===== src/rtl/dt_engine.sv =====
// Table-driven decision-tree classifier: walks a runtime-written node table of float threshold tests.
// States: IDLE (wait start edge) | FETCH (read node) | EVAL (float compare, pick child) | DONE (result strobe)
module dt_engine #(
    parameter int NUM_FEATURES = 5,
    parameter int FIDX_W       = 3,
    parameter int NODE_AW      = 4,
    parameter int CLASS_W      = 3,
    localparam int NODE_W      = 1 + FIDX_W + 32 + 2 * NODE_AW
) (
    input  logic                       clk,
    input  logic                       rst,
    input  logic                       start,
    input  logic [NUM_FEATURES*32-1:0] features,
    input  logic                       cfg_we,
    input  logic [NODE_AW-1:0]         cfg_addr,
    input  logic [NODE_W-1:0]          cfg_wdata,
    output logic [CLASS_W-1:0]         class_id,
    output logic                       busy,
    output logic                       valid,
    output logic                       err
);

    typedef enum logic [1:0] {IDLE, FETCH, EVAL, DONE} state_t;

    localparam logic [FIDX_W:0]  NF        = NUM_FEATURES[FIDX_W:0];
    localparam logic [NODE_AW:0] MAX_STEPS = {1'b1, {NODE_AW{1'b0}}};

    state_t              state, state_next;
    logic                start_q;
    logic [31:0]         feat_q [NUM_FEATURES];
    logic [NODE_W-1:0]   tbl [2**NODE_AW];
    logic [NODE_AW-1:0]  ptr;
    logic [NODE_AW:0]    steps;
    logic [31:0]         op_a, op_b;

    logic                start_edge;
    logic [NODE_W-1:0]   node;
    logic                node_leaf;
    logic [FIDX_W-1:0]   node_fidx;
    logic [31:0]         node_thr;
    logic [NODE_AW-1:0]  node_tnext, node_fnext;
    logic                bad_idx, guard_hit;

    // Signed float a >= b on raw bits; +0 and -0 are equal, NaN is not special.
    function automatic logic fge(input logic [31:0] a, input logic [31:0] b);
        if (a[31] != b[31])
            return (a[30:0] == '0 && b[30:0] == '0) ? 1'b1 : !a[31];
        else if (!a[31])
            return a[30:0] >= b[30:0];
        else
            return a[30:0] <= b[30:0];
    endfunction

    assign start_edge = start && !start_q;
    assign node       = tbl[ptr];
    assign node_leaf  = node[NODE_W-1];
    assign node_fidx  = node[NODE_W-2 -: FIDX_W];
    assign node_thr   = node[2*NODE_AW +: 32];
    assign node_tnext = node[NODE_AW +: NODE_AW];
    assign node_fnext = node[0 +: NODE_AW];
    assign bad_idx    = {1'b0, node_fidx} >= NF;
    assign guard_hit  = steps == MAX_STEPS;

    assign busy  = (state == FETCH) || (state == EVAL);
    assign valid = (state == DONE);

    always_comb begin
        state_next = state;
        case (state)
            IDLE:    if (start_edge) state_next = FETCH;
            FETCH:   state_next = (node_leaf || bad_idx || guard_hit) ? DONE : EVAL;
            EVAL:    state_next = FETCH;
            DONE:    state_next = IDLE;
            default: state_next = IDLE;
        endcase
    end

    always_ff @(posedge clk) begin
        if (rst) begin
            state    <= IDLE;
            start_q  <= 1'b0;
            class_id <= '0;
            err      <= 1'b0;
            ptr      <= '0;
            steps    <= '0;
            op_a     <= '0;
            op_b     <= '0;
            for (int i = 0; i < NUM_FEATURES; i++) feat_q[i] <= '0;
            for (int i = 0; i < 2**NODE_AW; i++) tbl[i] <= '0;
        end else begin
            state   <= state_next;
            start_q <= start;
            // Table is frozen while a traversal owns it.
            if (state == IDLE && cfg_we) tbl[cfg_addr] <= cfg_wdata;
            case (state)
                IDLE: begin
                    if (start_edge) begin
                        for (int i = 0; i < NUM_FEATURES; i++) feat_q[i] <= features[32*i +: 32];
                        ptr   <= '0;
                        steps <= '0;
                    end
                end
                FETCH: begin
                    steps <= steps + 1'b1;
                    if (node_leaf) begin
                        class_id <= node_thr[CLASS_W-1:0];
                        err      <= 1'b0;
                    end else if (bad_idx || guard_hit) begin
                        class_id <= '0;
                        err      <= 1'b1;
                    end else begin
                        op_a <= feat_q[node_fidx];
                        op_b <= node_thr;
                    end
                end
                EVAL:    ptr <= fge(op_a, op_b) ? node_tnext : node_fnext;
                default: ;
            endcase
        end
    end

endmodule


===== config.mk =====
export PLATFORM = sky130hd
export DESIGN_NAME = dt_engine
export DESIGN_NICKNAME = d
export VERILOG_FILES = /design/src/rtl/dt_engine.sv
export SDC_FILE = /design/constraint.sdc
export NUM_CORES = 1
export LEC_CHECK = 0
export ABC_AREA = 1
export CAP_MARGIN = 25
export CELL_PAD_IN_SITES_DETAIL_PLACEMENT = 0
export CELL_PAD_IN_SITES_GLOBAL_PLACEMENT = 1
export CORE_AREA = 2 2 372 466
export DETAILED_ROUTE_END_ITERATION = 6
export DIE_AREA = 0 0 374 468
export DONT_BUFFER_PORTS = 1
export HOLD_SLACK_MARGIN = 0.06
export PLACE_DENSITY = 0.57
export SYNTH_ARGS = -nofsm -noshare
export SYNTH_HDL_FRONTEND = slang
export SYNTH_SLANG_ARGS = --single-unit
export TNS_END_PERCENT = 30

===== constraint.sdc =====
create_clock -name clk -period 7.1 [get_ports clk]
set_input_delay 1.42 -clock clk [delete_from_list [all_inputs] [get_ports clk]]
set_output_delay 1.42 -clock clk [all_outputs]
set_load 0.02 [all_outputs]

==> reports/results.tsv, run 1 <==
stage	metric	value	unit
clocking	cts_buffer_depth	3	
critical_path	crit_chain	buf_4, o21ai_0, o221ai_1, nand3_1, nand2_1, nor2_2, buf_4, nand3_4, buf_4, nand2_1, nand2_1, nor2_1	
critical_path	worstPathRequired	7680	ps
place	gp_congestion	0.7755	
synthesis	synth_top_area_share	61.17	%
pwr	p_int	10.32	mW
final_layout	num-nets-final	4435	
critical_path	r2r_slack	2990	ps
pwr	powerDensity	299.1	mW/mm^2
clocking	htree_levels	3	
clocking	clk_latency	720	ps
final_layout	synthToLayoutAreaGrowth	13.36	%
route	first_pass_iters	7	
pwr	totalPowerFinal	14.38	mW
synthesis	synth_flop_cell	edfxtp_1	
pwr	cellLeakagePower	18.99	nW
clocking	cts_buffers	105	
clocking	clkSinkCount	948	
sta	tightest_slew	1030	ps
global_routing	grt_max_degree	146	
clocking	post_cts_resized	0	
final_layout	fillers	17888	
pwr	combPwrFrac	14.9	%
die	coreArea	0.1708	sq mm
clocking	clkTransAtPathRegs	60	ps
critical_path	start_kind	register	
sta	relSlewSlack	31.34	%
sta	setup_ws	2991	ps
sta	min_period_over_period	57.87	%
critical_path	r2r_end	op_b[22]$_SDFFE_PP0P_	
critical_path	worstSetupPathType	register to register	
place	port_buffers	0	
route	via_per_inst	4.646	
clocking	cts_setup_buffers	0	
sta	hold_viol_final	0	
synthesis	yosys_warnings	0	
min_path	hold_path.class	register to register	
critical_path	cpMaxStageDelayCell	buf_4	
die	ios	218	
sta	slew_viol_final	0	
outcome	outcome	completed	
global_routing	grt_busiest_layer	met2	
min_path	holdPathStages	2	
pwr	p_sw	4.067	mW
synthesis	ys_seq_area_share	65.13	%
critical_path	end_kind	register	
global_routing	grt_usage	15.31	%
synthesis	async_reset_ff_share	0	%
synthesis	synth_cell_types	35	
route	vias	30258	
route	route.detailed.drc	0	
route	final_antenna_net_count	0	
route	wl_per_cell	20.89	um
critical_path	slowest_delay	710	ps
final_layout	seqCellArea	0.02764	sq mm
die	num_rows	170	
route	dr.first_iter.drc_count	2459	
route	wirelength	136.0	mm
synthesis	synthTopCellsByArea	edfxtp_1 61%, nor2_1 12%, nand2_1 4.6%, o21ai_0 4.2%, dfxtp_1 4.0%	
global_routing	use_met2	25.05	%
synthesis	synth_seq_cells	948	
synthesis	synth-edff-count	864	
synthesis	synth_area	0.04241	sq mm
critical_path	rr_worst_depth	12	
pwr	power_switching_share	28.28	%
pwr	ir_drop	0.0001801	V
critical_path	worst_ep_arrival_time	4690	ps
clocking	cts_tree	yes	
pwr	p_clk_share	39.1	%
job	cap_violations	0	
place	post-place-ws	2336	ps
synthesis	synth_top_area_cell	edfxtp_1	
sta	setup_viol	0	
final_layout	multi_input_area	0.01252	sq mm
sta	fin_skew	26.33	ps
critical_path	cp_max_fo	71	
final_layout	fin_util	28.15	%
synthesis	netlist_instances	4352	
global_routing	use_met1	21.00	%
synthesis	syn_nets	4601	
global_routing	antenna_found_initial	7	
die	start_util	24.83	%
die	die_x	374	um
die	fp.dieArea	0.1750	sq mm
sta	setup_tns	0	ps
global_routing	grt_pass1_wl	201.6	mm
synthesis	syn_avg_cell_area	9.746	sq um
pwr	seqPwrFrac	46.0	%
final_layout	final_layout_size_suffix_gt1_share	5.899	%
global_routing	grt-ovfl-total	0	
clocking	cts-root-buf	clkbuf_16	
sta	rsz0062_at_grt	false	
die	die_y	468	um
min_path	holdCritStartpoint	ptr[3]$_SDFFE_PP0P_	
sta	fmax	243.4	MHz
sta	whs	453.1	ps
global_routing	use_met3	2.555	%
sta	period_needed	4109	ps
place	dp_hpwl	81.68	mm
clocking	ctsHoldBuffers	0	
global_routing	grt_pass1_vias	30159	
critical path: cells and delay by family (launching register included):
kind | cells | cell delay (ps)
flops | 1 | 610
buf+inv | 3 | 1450
compound gates | 2 | 460
simple gates | 7 | 1360
area by class of cell:
class / count / share of cell area (%)
clock inverters: 57 / 1.273
repair buffers: 51 / 0.9264
flip-flops and latches: 948 / 57.48
clock buffers: 136 / 5.967
inverters: 312 / 2.472
diodes: 4 / 0.02082
multi-input cells: 2768 / 26.04
well taps: 2236 / 5.819
synthesized netlist by cell type, drive strengths merged, types with 9 or more instances:
master and number:
o21ai 366, buf 50, o22ai 43, a21oi 75, edfxtp 864, nor3 9, clkbuf 274, nor2 1400
ha 37, nand2 515, nand3 138, o221ai 105, dfxtp 84, inv 311, o211ai 15, nand4 41
how the worst max path moves through the flow:
| stage | from | endpoint | slack (ps) | depth (start not counted) |
|---|---|---|---|---|
| global route | register | op_b[9]$_SDFFE_PP0P_ | 2670 | 12 |
| CTS | register | op_b[22]$_SDFFE_PP0P_ | 2980 | 12 |
| floorplan | start | feat_q[0][0]$_SDFFCE_PN0P_ | 1250 | 5 |
| detailed placement | rst | tbl[10][19]$_SDFFCE_PN0P_ | 2340 | 5 |
| global placement | rst | tbl[2][16]$_SDFFCE_PN0P_ | 2350 | 5 |
| finish | register | op_b[22]$_SDFFE_PP0P_ | 2990 | 12 |
layout by cell type, fill, tap and decap left out, types with 2 or more instances in the layout:
cell        netlist  layout
clkinv_2          0      18
edfxtp_1        864     864
dfxtp_4           0       3
o21ai_1           8       8
bufinv_16         0      13
inv_6             0       3
clkinv_1          1      18
buf_12            0       5
clkbuf_16         0     109
nor2_1         1399    1399
clkbuf_8          0       4
ha_1             37      37
nand2_1         515     480
a31oi_1           3       3
inv_4             0       2
nand2_4           0      18
nor3_1            9       9
nor4_1            8       8
clkbuf_1        274      23
o211ai_1         15      15
diode_2           0       4
o221ai_1        105     105
nand2_2           0      17
o22ai_1          43      43
nand3_1         137     137
nand4_1          41      41
a21oi_1          75      75
buf_4             6      46
o21ai_0         357     357
clkinvlp_4        0       5
a22o_1            3       3
inv_2             2       2
inv_1           309     306
dfxtp_1          84      80
a21o_1            2       2
a221oi_1          3       3
kinds of logic (layout without fill, tap and decap cells):
group	Yosys count	after routing	synth area share (%)
compound gates	616	616	8.502
xor+xnor	1	1	0.02065
fa+ha+maj	37	37	1.091
buf+inv	636	556	5.785
flops	948	948	65.13
other cells	0	4	0
simple gates	2114	2114	19.47
state kept, by name, indices dropped and copies added (netlist names), named ones only:
signal	count
start_q	1
class_id	3
ptr	4
err	1
state	2
steps	5
op_b	32
tbl	704
op_a	32
feat_q	160
layer usage:
| layer | up-vias | routed length (um) |
|---|---|---|
| met5 | - | 65 |
| met2 | 813 | 63510 |
| met3 | 175 | 6728 |
| met4 | 10 | 3087 |
| met1 | 14984 | 62640 |
| li1 | 14276 | - |
power groups by stage:
stage	Sequential (mW)	Clock [mW]	Combinational (mW)
floorplan	6.68	0	1.42
global placement	6.74	0	2.16
finish	6.62	5.62	2.14
CTS	6.63	5.72	2.17
global route	6.65	5.92	2.41
detailed placement	6.74	0	2.17
stage by stage:
| stage | area [sq um] | std cells |
|---|---|---|
| final | 48080 | 6512 |
| after global routing | 48070 | 6509 |
| after CTS | 48050 | 6507 |
| after detailed placement | 44570 | 6314 |
| after global placement | 44530 | 6312 |
| after floorplan | 42410 | 4352 |
Power figures use the tool's default switching activity.
==> inputs of run 2 (changes only) <==
- PLACE_DENSITY: 0.57 -> 0.59
- clock period: 7.1 -> 3.5 ns (I/O delays scaled with it)
==> run 2 against run 1 <==
Clock skew is 1.9 ps lower. Total power is 100% higher. Non-clock buffer count is 34 higher. First-iteration DRC count is 4.0% higher. Register-to-register slack worse by 2700 ps. Sequential cell count stayed put. Setup slack worse by 2700 ps. Combinational power is 110% higher. Die area stayed put. Core utilization is 0.21 points higher. Design area is 0.75% higher.
==> reports/results.tsv, run 2 (synthesis gave the netlist of run 1 again) <==
stage	metric	value	unit	change
outcome	outcome	completed		unchanged
pwr	combPwrFrac	15.3	%	was 14.9%
die	die_y	468	um	unchanged
pwr	p_sw	8.065	mW	was 4.067 mW
place	dp_hpwl	80.62	mm	was 81.68 mm
route	via_per_inst	4.736		was 4.646
clocking	clkSinkCount	948		unchanged
sta	slew_viol_final	0		unchanged
global_routing	grt_pass1_vias	30730		was 30,159
pwr	powerDensity	592.7	mW/mm^2	was 299.1 mW/mm^2
route	wirelength	144.5	mm	was 136.0 mm
sta	setup_tns	0	ps	unchanged
die	fp.dieArea	0.1750	sq mm	unchanged
clocking	cts_buffer_depth	3		unchanged
critical_path	cpMaxStageDelayCell	o21ai_0		was buf_4
final_layout	final_layout_size_suffix_gt1_share	6.490	%	was 5.899%
global_routing	grt_max_degree	161		was 146
sta	hold_viol_final	0		unchanged
final_layout	num-nets-final	4465		was 4,435
die	num_rows	170		unchanged
critical_path	crit_chain	buf_12, buf_12, o21ai_0, o22ai_1, o21ai_0, o21ai_0, nor2_1, nor2_1		was buf_4, o21ai_0, o221ai_1, nand3_1, nand2_1, nor2_2, buf_4, nand3_4, buf_4, nand2_1, nand2_1, nor2_1
die	ios	218		unchanged
min_path	hold_path.class	input pin to register		was register to register
sta	fmax	311.5	MHz	was 243.4 MHz
clocking	cts-root-buf	clkbuf_16		unchanged
global_routing	antenna_found_initial	19		was 7
critical_path	end_kind	register		unchanged
place	port_buffers	0		unchanged
pwr	cellLeakagePower	19.17	nW	was 18.99 nW
pwr	seqPwrFrac	46.7	%	was 46.0%
critical_path	cpLargestDelayFamily	compound AO/OA/AOI/OAI gates		was buffers and inverters
sta	min_period_over_period	91.71	%	was 57.87%
global_routing	grt_pass1_wl	211.8	mm	was 201.6 mm
sta	period_needed	3210	ps	was 4109 ps
sta	setup_viol	0		unchanged
die	coreArea	0.1708	sq mm	unchanged
final_layout	synthToLayoutAreaGrowth	14.22	%	was 13.36%
route	route.detailed.drc	0		unchanged
final_layout	largest_register_ffs	704		unchanged
global_routing	grt-ovfl-total	0		unchanged
final_layout	final_cell_mix	1,399 x nor2_1, 864 x edfxtp_1, 480 x nand2_1		unchanged
sta	relSlewSlack	28.02	%	was 31.34%
clocking	cts_tree	yes		unchanged
critical_path	critPathBufInv	2		was 3
clocking	post_cts_resized	0		unchanged
critical_path	worstSetupPathType	register to register		unchanged
pwr	p_clk_share	38.0	%	was 39.1%
route	first_pass_iters	5		was 7
route	final_antenna_net_count	0		unchanged
pwr	totalPowerFinal	28.71	mW	was 14.38 mW
clocking	cts_setup_buffers	0		unchanged
job	cap_violations	0		unchanged
sta	rsz0062_at_grt	false		unchanged
clocking	clkTransAtPathRegs	70	ps	was 60 ps
route	dr.first_iter.drc_count	2557		was 2,459
place	gp_congestion	0.7773		was 0.7755
global_routing	grt_usage	16.22	%	was 15.31%
clocking	clk_latency	700	ps	was 720 ps
clocking	htree_levels	3		unchanged
sta	fin_skew	24.40	ps	was 26.33 ps
final_layout	largestRegisters	tbl x704, feat_q x160		unchanged
final_layout	top_register	tbl		unchanged
pwr	ir_drop	0.0003426	V	was 0.0001801 V
final_layout	layout_commonest_cell	nor2_1		unchanged
critical_path	slowest_delay	710	ps	about the same
die	die_x	374	um	unchanged
critical_path	cp_max_fo	91		was 71
sta	tightest_slew	1080	ps	was 1030 ps
critical_path	path_common_cell	o21ai_0		
sta	whs	129.2	ps	was 453.1 ps
clocking	cts_buffers	101		was 105
critical_path	worstPathRequired	4120	ps	was 7680 ps
critical_path	start_kind	register		unchanged
critical_path	worst_ep_arrival_time	3830	ps	was 4690 ps
pwr	p_int	20.65	mW	was 10.32 mW
pwr	power_switching_share	28.09	%	was 28.28%
route	vias	30960		was 30,258
route	wl_per_cell	22.11	um	was 20.89 um
die	start_util	24.83	%	unchanged
==> run 2: changes by cell type in the layout (fill, tap and decap cells not counted), moves of 2 or more <==
| cell | previous run | this run |
|---|---|---|
| buf_12 | 5 | 28 |
| diode_2 | 4 | 2 |
| clkbuf_16 | 109 | 103 |
| clkbuf_8 | 4 | 0 |
| clkinv_2 | 18 | 22 |
| clkbuf_1 | 23 | 18 |
| buf_4 | 46 | 56 |
| clkinvlp_4 | 5 | 3 |
| clkinv_1 | 18 | 22 |
==> run 2: path summary, 6_finish.rpt <==
path                            start                    end  slack (ps)  cells past startpoint
hold / removal                  start     start_q$_SDFF_PP0_         130                      2
setup / recovery             register  op_b[11]$_SDFFE_PP0P_         290                      8
hold reg to reg   ptr[1]$_SDFFE_PP0P_               register         460                      2
setup reg to reg             register  op_b[11]$_SDFFE_PP0P_         290                      8
==> run 2: area by class of cell <==
type / count / area [sq um]
fillers: 17932 / 122400
flip-flops and latches: 948 / 27640
multi-input cells: 2768 / 12530
well taps: 2236 / 2798
clock buffers: 121 / 2645
inverters: 312 / 1186
repair buffers: 85 / 991.0
clock inverters: 65 / 651.9
diodes: 2 / 5.005
==> run 2: power groups by stage <==
stage	Combinational [mW]	Clock (mW)	Sequential (mW)
3_3_place_gp	4.43	0	13.7
6_report	4.40	10.9	13.4
5_1_grt	4.91	11.5	13.5
2_1_floorplan	2.88	0	13.5
3_5_place_dp	4.43	0	13.7
4_1_cts	4.45	11.1	13.4
==> run 2: layer usage <==
metal  wire [um]  global-route usage, %  vias up  part of all wire, %
li1            -                      -    14337                    -
met1       62640                  20.94    15397                   43
met2       69290                  27.53      971                   48
met3        8546                  2.859      227                  5.9
met4        3888                  5.110       28                  2.7
met5         182                      0        -                 0.13
==> run 2: timing repair <==
item / 4_1_cts / 5_1_grt
endpoints found under the setup margin: 0 / 0
hold buffers: 1 / 0
endpoints found under the hold margin: 14 / 0
==> run 2: stage by stage <==
stage	setup WS [ps]	area, sq um	util (%)	cells
6_report	290.1	48440	28.36	6537
5_1_grt	232.7	48440	28.36	6536
4_1_cts	353.8	48440	28.36	6535
3_5_place_dp	373.1	45130	26.42	6348
3_3_place_gp	355.8	45130	26.42	6348
2_1_floorplan	494.9	42420	-	4352
==> run 2: worst reg2reg max path: stages, from the launching register on <==
cell	delay (ps)
dfxtp_4	600
buf_12	340
buf_12	410
o21ai_0	320
o22ai_1	240
o21ai_0	100
o21ai_0	710
nor2_1	270
nor2_1	150
==> inputs of run 3 (changes only) <==
- SKIP_LAST_GASP: unset -> 1
==> results of run 3 <==
Final layout, timing and power as in run 2 (identical DEF).
